### config.mk
export PLATFORM = sky130hd
export DESIGN_NAME = alu_issue_stage_flat
export DESIGN_NICKNAME = d
export VERILOG_FILES = /design/src/rtl/alu_issue_if.sv /design/src/rtl/alu_issue_stage.sv /design/src/flat_wrapper.sv
export SDC_FILE = /design/constraint.sdc
export NUM_CORES = 1
export LEC_CHECK = 0
export ABC_AREA = 1
export BUFFER_PORTS_ARGS = -buffer_cell sky130_fd_sc_hd__buf_2
export CAP_MARGIN = 0
export CELL_PAD_IN_SITES_DETAIL_PLACEMENT = 0
export CELL_PAD_IN_SITES_GLOBAL_PLACEMENT = 1
export CORE_MARGIN = 2
export CORE_UTILIZATION = 34
export DETAILED_ROUTE_END_ITERATION = 12
export PLACE_DENSITY_LB_ADDON = 0.15
export SLEW_MARGIN = 15
export SYNTH_ARGS = -nofsm -noshare
export SYNTH_HDL_FRONTEND = slang
export SYNTH_SLANG_ARGS = --single-unit
### constraint.sdc
create_clock -name clk -period 1.9 [get_ports clk]
set_clock_uncertainty 0.05 [all_clocks]
set_input_delay 0.19 -clock clk [delete_from_list [all_inputs] [get_ports clk]]
set_output_delay 0.19 -clock clk [all_outputs]
set_load 0.05 [all_outputs]
### src/rtl/alu_issue_if.sv
// Purpose: bundle of the decode->issue handshake, the operand bypass buses and the issue->ALU outputs.
// Latency: none. This file holds wiring only.
// Backpressure: dec_ready/iss_ready carry the valid/ready handshake on each side.
// Ports: master = decode/forwarding/ALU environment, slave = alu_issue_stage.
interface alu_issue_if #(
    parameter int XLEN      = 32,
    parameter int REG_IDX_W = 5
);
    // decode side
    logic                 dec_valid;
    logic                 dec_ready;
    logic [XLEN-1:0]      dec_pc;
    logic [REG_IDX_W-1:0] dec_rs1_idx;
    logic [REG_IDX_W-1:0] dec_rs2_idx;
    logic [XLEN-1:0]      dec_rs1_data;
    logic [XLEN-1:0]      dec_rs2_data;
    logic [XLEN-1:0]      dec_imm;
    logic [2:0]           dec_funct3;
    logic                 dec_funct7_5;
    logic                 dec_op_imm;
    logic                 dec_force_add;
    logic                 dec_a_pc;
    logic [REG_IDX_W-1:0] dec_rd;
    logic                 dec_reg_write;
    logic                 flush;

    // result bypass from EX/MEM and MEM/WB
    logic                 ex_fwd_en;
    logic [REG_IDX_W-1:0] ex_fwd_rd;
    logic [XLEN-1:0]      ex_fwd_data;
    logic                 wb_fwd_en;
    logic [REG_IDX_W-1:0] wb_fwd_rd;
    logic [XLEN-1:0]      wb_fwd_data;

    // issue side
    logic                 iss_valid;
    logic                 iss_ready;
    logic [XLEN-1:0]      alu_a;
    logic [XLEN-1:0]      alu_b;
    logic [3:0]           alu_control;
    logic [XLEN-1:0]      iss_rs2_val;
    logic [REG_IDX_W-1:0] iss_rd;
    logic                 iss_reg_write;

    modport master (
        output dec_valid, dec_pc, dec_rs1_idx, dec_rs2_idx, dec_rs1_data, dec_rs2_data,
               dec_imm, dec_funct3, dec_funct7_5, dec_op_imm, dec_force_add, dec_a_pc,
               dec_rd, dec_reg_write, flush,
               ex_fwd_en, ex_fwd_rd, ex_fwd_data, wb_fwd_en, wb_fwd_rd, wb_fwd_data,
               iss_ready,
        input  dec_ready, iss_valid, alu_a, alu_b, alu_control, iss_rs2_val, iss_rd,
               iss_reg_write
    );

    modport slave (
        input  dec_valid, dec_pc, dec_rs1_idx, dec_rs2_idx, dec_rs1_data, dec_rs2_data,
               dec_imm, dec_funct3, dec_funct7_5, dec_op_imm, dec_force_add, dec_a_pc,
               dec_rd, dec_reg_write, flush,
               ex_fwd_en, ex_fwd_rd, ex_fwd_data, wb_fwd_en, wb_fwd_rd, wb_fwd_data,
               iss_ready,
        output dec_ready, iss_valid, alu_a, alu_b, alu_control, iss_rs2_val, iss_rd,
               iss_reg_write
    );
endinterface

### src/rtl/alu_issue_stage.sv
// Purpose: ID->EX register stage feeding the ALU: holds one instruction, forwards results, builds operands and control.
// Latency: 1 cycle from decode accept to valid ALU inputs, full throughput.
// Backpressure: dec_ready = !iss_valid | iss_ready; while stalled the held instruction stays put and its data keeps refreshing from WB.
// Ports: clk, rst_n (synchronous, active low), io (alu_issue_if.slave: decode bus, flush, EX/WB bypass, issue/ALU outputs).
module alu_issue_stage #(
    parameter int XLEN      = 32,
    parameter int REG_IDX_W = 5
) (
    input  logic        clk,
    input  logic        rst_n,
    alu_issue_if.slave  io
);

    typedef struct packed {
        logic [XLEN-1:0]      pc;
        logic [XLEN-1:0]      rs1_data;
        logic [XLEN-1:0]      rs2_data;
        logic [XLEN-1:0]      imm;
        logic [REG_IDX_W-1:0] rs1_idx;
        logic [REG_IDX_W-1:0] rs2_idx;
        logic [REG_IDX_W-1:0] rd;
        logic [2:0]           funct3;
        logic                 funct7_5;
        logic                 op_imm;
        logic                 force_add;
        logic                 a_pc;
        logic                 reg_write;
    } hdr_t;

    hdr_t held_q;
    hdr_t held_d;
    logic valid_q;
    logic valid_d;
    logic dec_ready;
    logic accept;

    // A bypass source only matches a real register; x0 is never forwarded.
    function automatic logic fwd_match(
        input logic                 en,
        input logic [REG_IDX_W-1:0] rd,
        input logic [REG_IDX_W-1:0] idx
    );
        return en && (rd == idx) && (idx != '0);
    endfunction

    assign dec_ready    = !valid_q || io.iss_ready;
    assign accept       = io.dec_valid && dec_ready && !io.flush;
    assign io.dec_ready = dec_ready;

    // Next-state for the held instruction.
    always_comb begin
        held_d  = held_q;
        valid_d = valid_q;

        if (io.flush) begin
            valid_d = 1'b0;
        end else if (accept) begin
            valid_d            = 1'b1;
            held_d.pc          = io.dec_pc;
            held_d.rs1_idx     = io.dec_rs1_idx;
            held_d.rs2_idx     = io.dec_rs2_idx;
            held_d.imm         = io.dec_imm;
            held_d.funct3      = io.dec_funct3;
            held_d.funct7_5    = io.dec_funct7_5;
            held_d.op_imm      = io.dec_op_imm;
            held_d.force_add   = io.dec_force_add;
            held_d.a_pc        = io.dec_a_pc;
            held_d.rd          = io.dec_rd;
            held_d.reg_write   = io.dec_reg_write;
            // The regfile read happened before the WB write landed, so take the
            // WB value directly. EX is not captured: it is still live next cycle
            // and gets picked up by the output mux.
            held_d.rs1_data = fwd_match(io.wb_fwd_en, io.wb_fwd_rd, io.dec_rs1_idx)
                            ? io.wb_fwd_data : io.dec_rs1_data;
            held_d.rs2_data = fwd_match(io.wb_fwd_en, io.wb_fwd_rd, io.dec_rs2_idx)
                            ? io.wb_fwd_data : io.dec_rs2_data;
        end else if (valid_q && io.iss_ready) begin
            valid_d = 1'b0;
        end else if (valid_q) begin
            // Stalled: a WB result retiring now would otherwise be lost once it
            // leaves the bypass bus, so fold it into the held copy.
            if (fwd_match(io.wb_fwd_en, io.wb_fwd_rd, held_q.rs1_idx)) begin
                held_d.rs1_data = io.wb_fwd_data;
            end
            if (fwd_match(io.wb_fwd_en, io.wb_fwd_rd, held_q.rs2_idx)) begin
                held_d.rs2_data = io.wb_fwd_data;
            end
        end
    end

    always_ff @(posedge clk) begin
        if (!rst_n) begin
            valid_q <= 1'b0;
            held_q  <= '0;
        end else begin
            valid_q <= valid_d;
            held_q  <= held_d;
        end
    end

    // Operand forwarding and ALU control, all combinational from held state.
    logic [XLEN-1:0] rs1_fwd;
    logic [XLEN-1:0] rs2_fwd;
    logic            f7;

    always_comb begin
        rs1_fwd = held_q.rs1_data;
        if (fwd_match(io.ex_fwd_en, io.ex_fwd_rd, held_q.rs1_idx)) begin
            rs1_fwd = io.ex_fwd_data;
        end else if (fwd_match(io.wb_fwd_en, io.wb_fwd_rd, held_q.rs1_idx)) begin
            rs1_fwd = io.wb_fwd_data;
        end

        rs2_fwd = held_q.rs2_data;
        if (fwd_match(io.ex_fwd_en, io.ex_fwd_rd, held_q.rs2_idx)) begin
            rs2_fwd = io.ex_fwd_data;
        end else if (fwd_match(io.wb_fwd_en, io.wb_fwd_rd, held_q.rs2_idx)) begin
            rs2_fwd = io.wb_fwd_data;
        end

        // For OP-IMM bit 30 is part of the immediate except on SRAI, so only
        // funct3=101 may turn it into the alternate-op flag.
        f7 = held_q.op_imm ? ((held_q.funct3 == 3'b101) && held_q.funct7_5)
                           : held_q.funct7_5;
    end

    assign io.iss_valid     = valid_q;
    assign io.alu_a         = held_q.a_pc ? held_q.pc : rs1_fwd;
    assign io.alu_b         = (held_q.op_imm || held_q.force_add) ? held_q.imm : rs2_fwd;
    assign io.alu_control   = held_q.force_add ? 4'b0000
                                               : {f7 | held_q.funct3[1], held_q.funct3};
    assign io.iss_rs2_val   = rs2_fwd;
    assign io.iss_rd        = held_q.rd;
    assign io.iss_reg_write = held_q.reg_write && valid_q;

endmodule

### src/flat_wrapper.sv
// flat-port wrapper written by rule: the top's interface ports become plain ports
module alu_issue_stage_flat 
#(
    parameter int XLEN      = 32,
    parameter int REG_IDX_W = 5
)
  (clk, rst_n, io_dec_valid, io_dec_pc, io_dec_rs1_idx, io_dec_rs2_idx, io_dec_rs1_data, io_dec_rs2_data, io_dec_imm, io_dec_funct3, io_dec_funct7_5, io_dec_op_imm, io_dec_force_add, io_dec_a_pc, io_dec_rd, io_dec_reg_write, io_flush, io_ex_fwd_en, io_ex_fwd_rd, io_ex_fwd_data, io_wb_fwd_en, io_wb_fwd_rd, io_wb_fwd_data, io_iss_ready, io_dec_ready, io_iss_valid, io_alu_a, io_alu_b, io_alu_control, io_iss_rs2_val, io_iss_rd, io_iss_reg_write);
  alu_issue_if #(.XLEN(XLEN), .REG_IDX_W(REG_IDX_W)) io_i ();
  input  logic clk;
  input  logic rst_n;
  input wire logic [$bits(io_i.dec_valid)-1:0] io_dec_valid;
  input wire logic [$bits(io_i.dec_pc)-1:0] io_dec_pc;
  input wire logic [$bits(io_i.dec_rs1_idx)-1:0] io_dec_rs1_idx;
  input wire logic [$bits(io_i.dec_rs2_idx)-1:0] io_dec_rs2_idx;
  input wire logic [$bits(io_i.dec_rs1_data)-1:0] io_dec_rs1_data;
  input wire logic [$bits(io_i.dec_rs2_data)-1:0] io_dec_rs2_data;
  input wire logic [$bits(io_i.dec_imm)-1:0] io_dec_imm;
  input wire logic [$bits(io_i.dec_funct3)-1:0] io_dec_funct3;
  input wire logic [$bits(io_i.dec_funct7_5)-1:0] io_dec_funct7_5;
  input wire logic [$bits(io_i.dec_op_imm)-1:0] io_dec_op_imm;
  input wire logic [$bits(io_i.dec_force_add)-1:0] io_dec_force_add;
  input wire logic [$bits(io_i.dec_a_pc)-1:0] io_dec_a_pc;
  input wire logic [$bits(io_i.dec_rd)-1:0] io_dec_rd;
  input wire logic [$bits(io_i.dec_reg_write)-1:0] io_dec_reg_write;
  input wire logic [$bits(io_i.flush)-1:0] io_flush;
  input wire logic [$bits(io_i.ex_fwd_en)-1:0] io_ex_fwd_en;
  input wire logic [$bits(io_i.ex_fwd_rd)-1:0] io_ex_fwd_rd;
  input wire logic [$bits(io_i.ex_fwd_data)-1:0] io_ex_fwd_data;
  input wire logic [$bits(io_i.wb_fwd_en)-1:0] io_wb_fwd_en;
  input wire logic [$bits(io_i.wb_fwd_rd)-1:0] io_wb_fwd_rd;
  input wire logic [$bits(io_i.wb_fwd_data)-1:0] io_wb_fwd_data;
  input wire logic [$bits(io_i.iss_ready)-1:0] io_iss_ready;
  output wire logic [$bits(io_i.dec_ready)-1:0] io_dec_ready;
  output wire logic [$bits(io_i.iss_valid)-1:0] io_iss_valid;
  output wire logic [$bits(io_i.alu_a)-1:0] io_alu_a;
  output wire logic [$bits(io_i.alu_b)-1:0] io_alu_b;
  output wire logic [$bits(io_i.alu_control)-1:0] io_alu_control;
  output wire logic [$bits(io_i.iss_rs2_val)-1:0] io_iss_rs2_val;
  output wire logic [$bits(io_i.iss_rd)-1:0] io_iss_rd;
  output wire logic [$bits(io_i.iss_reg_write)-1:0] io_iss_reg_write;
  assign io_i.dec_valid = io_dec_valid;
  assign io_i.dec_pc = io_dec_pc;
  assign io_i.dec_rs1_idx = io_dec_rs1_idx;
  assign io_i.dec_rs2_idx = io_dec_rs2_idx;
  assign io_i.dec_rs1_data = io_dec_rs1_data;
  assign io_i.dec_rs2_data = io_dec_rs2_data;
  assign io_i.dec_imm = io_dec_imm;
  assign io_i.dec_funct3 = io_dec_funct3;
  assign io_i.dec_funct7_5 = io_dec_funct7_5;
  assign io_i.dec_op_imm = io_dec_op_imm;
  assign io_i.dec_force_add = io_dec_force_add;
  assign io_i.dec_a_pc = io_dec_a_pc;
  assign io_i.dec_rd = io_dec_rd;
  assign io_i.dec_reg_write = io_dec_reg_write;
  assign io_i.flush = io_flush;
  assign io_i.ex_fwd_en = io_ex_fwd_en;
  assign io_i.ex_fwd_rd = io_ex_fwd_rd;
  assign io_i.ex_fwd_data = io_ex_fwd_data;
  assign io_i.wb_fwd_en = io_wb_fwd_en;
  assign io_i.wb_fwd_rd = io_wb_fwd_rd;
  assign io_i.wb_fwd_data = io_wb_fwd_data;
  assign io_i.iss_ready = io_iss_ready;
  assign io_dec_ready = io_i.dec_ready;
  assign io_iss_valid = io_i.iss_valid;
  assign io_alu_a = io_i.alu_a;
  assign io_alu_b = io_i.alu_b;
  assign io_alu_control = io_i.alu_control;
  assign io_iss_rs2_val = io_i.iss_rs2_val;
  assign io_iss_rd = io_i.iss_rd;
  assign io_iss_reg_write = io_i.iss_reg_write;
  alu_issue_stage #(.XLEN(XLEN), .REG_IDX_W(REG_IDX_W)) u_core (.clk(clk), .rst_n(rst_n), .io(io_i));
endmodule
==> results.toml <==
[synthesis]
yosysSeqAreaShare = 0.279
netlist_area_sq_um = 10900
syn_area_per_cell_sq_um = 5.57
yosys.area.top_type = "dfxtp_1"
ys_types = 28
synthTopCellsByArea = "dfxtp_1, nand2_1, nor2_1, nand3_1, o21ai_0"
synth_fp_nets = 2188
synthCells = 1956
yosys_most_used_dff = "dfxtp_1"
yosysWarningCount = 0
ys_ff_latch = 152
async_flop_share = 0
synth_edf_count = 0
synth_largest_type_area_fraction = 0.279

[run]
maxCapViolations = 0

[outcome]
status = "complete, but fails checks"
violations = "negative setup slack"

[worst_setup_path]
critPathRequiredTime_ns = 1.66
path_max_fanout = 8
cp-start-kind = "flip-flop"
setup.worst_path.end_class = "output pin"
criticalPathCategory = "reg -> out"
cp.arrival_ns = 2.30

[cells_and_area]
fin_area_sq_um = 18000
drive_gt1_frac = 0.355
fillers = 3118
final_cells = 2824
post-route-util = 0.570
nNetsFinal = 2641
diodes = 0
syn_to_final_growth_pct = 65.0

[clocking]
cts_root_buf = "clkbuf_16"
path_clk_slew_ns = 0.07
clkLatencyLatePin_ns = 0.45
cts_buffer_depth = 2
clkSinkCount = 152
htreeDepth = 4
cts_tree = "done"
cts_made_buffers = 17

[die]
rows = 65
pin_count = 340
dieArea_sq_um = 33500
core_area_sq_um = 31600
die_x_um = 183
start_util = 0.345
die_h_um = 183

[routing]
wire_per_inst_um = 18.5
drt_iter0_markers = 1021
drt-vias-per-instance = 5.08
drt-total-wl_um = 52400
first_pass_iters = 5
drc = 0
vias = 14300
ant_nets = 0

[global_route]
grt_pass1_vias = 13300
antenna_found_initial = 2
grt_util_met3 = 0.0701
track_usage = 0.299
grtUsageMet2 = 0.463
use_met1 = 0.416
grt_start_max_net_pins = 68
grt_first_pass_wirelength_um = 76900
gr-total-overflow = 0
top_usage_layer = "met2"

[sta]
worst_slack_ns = -0.637
min_period_ns = 2.54
finalSetupTns_ns = -54.21
setup_viol = 98
period_share = 1.34
finalHoldViolations = 0
worst_slew_pin_slew_ns = 0.522
max_clock_freq_mhz = 394
rsz0062_at_grt = "true"
relSlewSlack = 0.652
finalMaxSlewViolations = 0

[power]
finalPower_w = 0.0115
p_leak_nw = 8.61
power.density_nw_per_um2 = 641
ir_drop_v = 0.000753

[hold_path]
hp-class = "in -> reg"

[placed_design]
place_area_sq_um = 14000
dp_cells = 2681
place.gp.congestion = 0.918
dp_hpwl_um = 37100
port_buffers = 339
[synth_stat cells (6+ instances only)]
master and count:
inv_1 159, clkbuf_1 63, and2_1 32, inv_2 12, dfxtp_1 152, o21ai_0 155, a21oi_1 16, nand3_1 294
nand2_1 503, nand2_2 12, nor2_4 6, nor2_1 420, buf_1 15, nand4_1 32, buf_4 14, buf_6 9
buf_2 38
[placed cells by master, fill, tap and decap left out, types with 13 or more instances in the layout]
cell             n
nand3_4         16
nand2_4         48
inv_1          155
a21oi_1         15
dfxtp_1        144
nor2_1         416
buf_12          52
inv_2           15
o21ai_0        154
buf_4           88
buf_8           37
and2_1          13
nand3_2         78
clkbuf_16       22
nand4_1         32
buf_2          242
nand2_2        124
buf_6           62
and2_4          19
nand3_1        200
dlygate4sd3_1   80
nand2_1        338
[layout make-up]
cell class	count	area, sq um	share of cell area
tap	402	503	0.0280
clock buffer	21	450	0.0250
inverter	173	652	0.0362
clock inverter	11	101	0.00563
timing repair buffer	573	5270	0.293
sequential	152	3060	0.170
multi-input combinational	1492	7960	0.442
[what timing repair did]
item                                    4_1_cts  5_1_grt
pin swaps                                    21       85
cloned                                        6        5
resized for setup                           308      308
endpoints found under the setup margin       96      111
endpoints found under the hold margin        80        0
buffers inserted                              5       18
hold buffers                                 80        0
[cells by family (layout without fill, tap and decap cells)]
| kind of cell | count (synthesis) | in the layout | share of synthesized area |
|---|---|---|---|
| AOI/OAI and AO/OA | 176 | 176 | 0.0816 |
| xor gates and xnor gates | 7 | 7 | 0.00562 |
| buffers and inverters | 312 | 778 | 0.123 |
| DFF | 152 | 152 | 0.279 |
| and+or+nand+nor | 1309 | 1309 | 0.511 |
[worst max-delay path, stage by stage, from the launching register on]
cell and delay [ns]:
dfxtp_4 0.37, inv_2 0.05, nand2_1 0.04, nand2_1 0.07, nand2_2 0.07, nor2_4 0.25, nand2_8 0.14, buf_12 0.17
buf_4 0.14, nand2_4 0.06, nand2_2 0.07, nand2_4 0.09, nand3_4 0.07, nand2_2 0.10, buf_8 0.15
[where the power goes]
group | leakage [nW] | internal, W | switching [W]
combinational | 7.10 | 0.00179 | 0.00287
sequential | 1.26 | 0.00341 | 0.000116
clock | 0.247 | 0.00183 | 0.00151
total | 8.61 | 0.00704 | 0.00450
[path summary, 6_finish.rpt]
kind	startpoint	to	slack, ns	cells after the start
max	u_core.held_q[22]	io_alu_a[16]	-0.64	14
min	io_dec_rs2_idx[3]	u_core.held_q[16]	0.03	3
max reg2reg	u_core.held_q[19]	u_core.held_q[117]	-0.03	13
min reg2reg	u_core.held_q[7]	u_core.held_q[7]	0.43	2
[routing by layer]
layer  routed length, um  part of all wire
met1               23300              0.44
met4                1170             0.022
met3                4260             0.081
met2               23600              0.45
met5                  27           0.00052
[sequential cells by signal (all words and copies together) (netlist names)]
register,count
u_core.held_q,146
u_core.io.iss_rd,5
u_core.io.iss_valid,1
[per-stage QoR]
stage	hold WS, ns	setup slack, ns
2_1_floorplan	0.275	0.0550
6_report	0.0261	-0.637
3_3_place_gp	0.363	-0.329
5_1_grt	0.0385	-0.735
3_5_place_dp	0.366	-0.321
4_1_cts	0.0180	-0.648
Power figures use the tool's default switching activity.
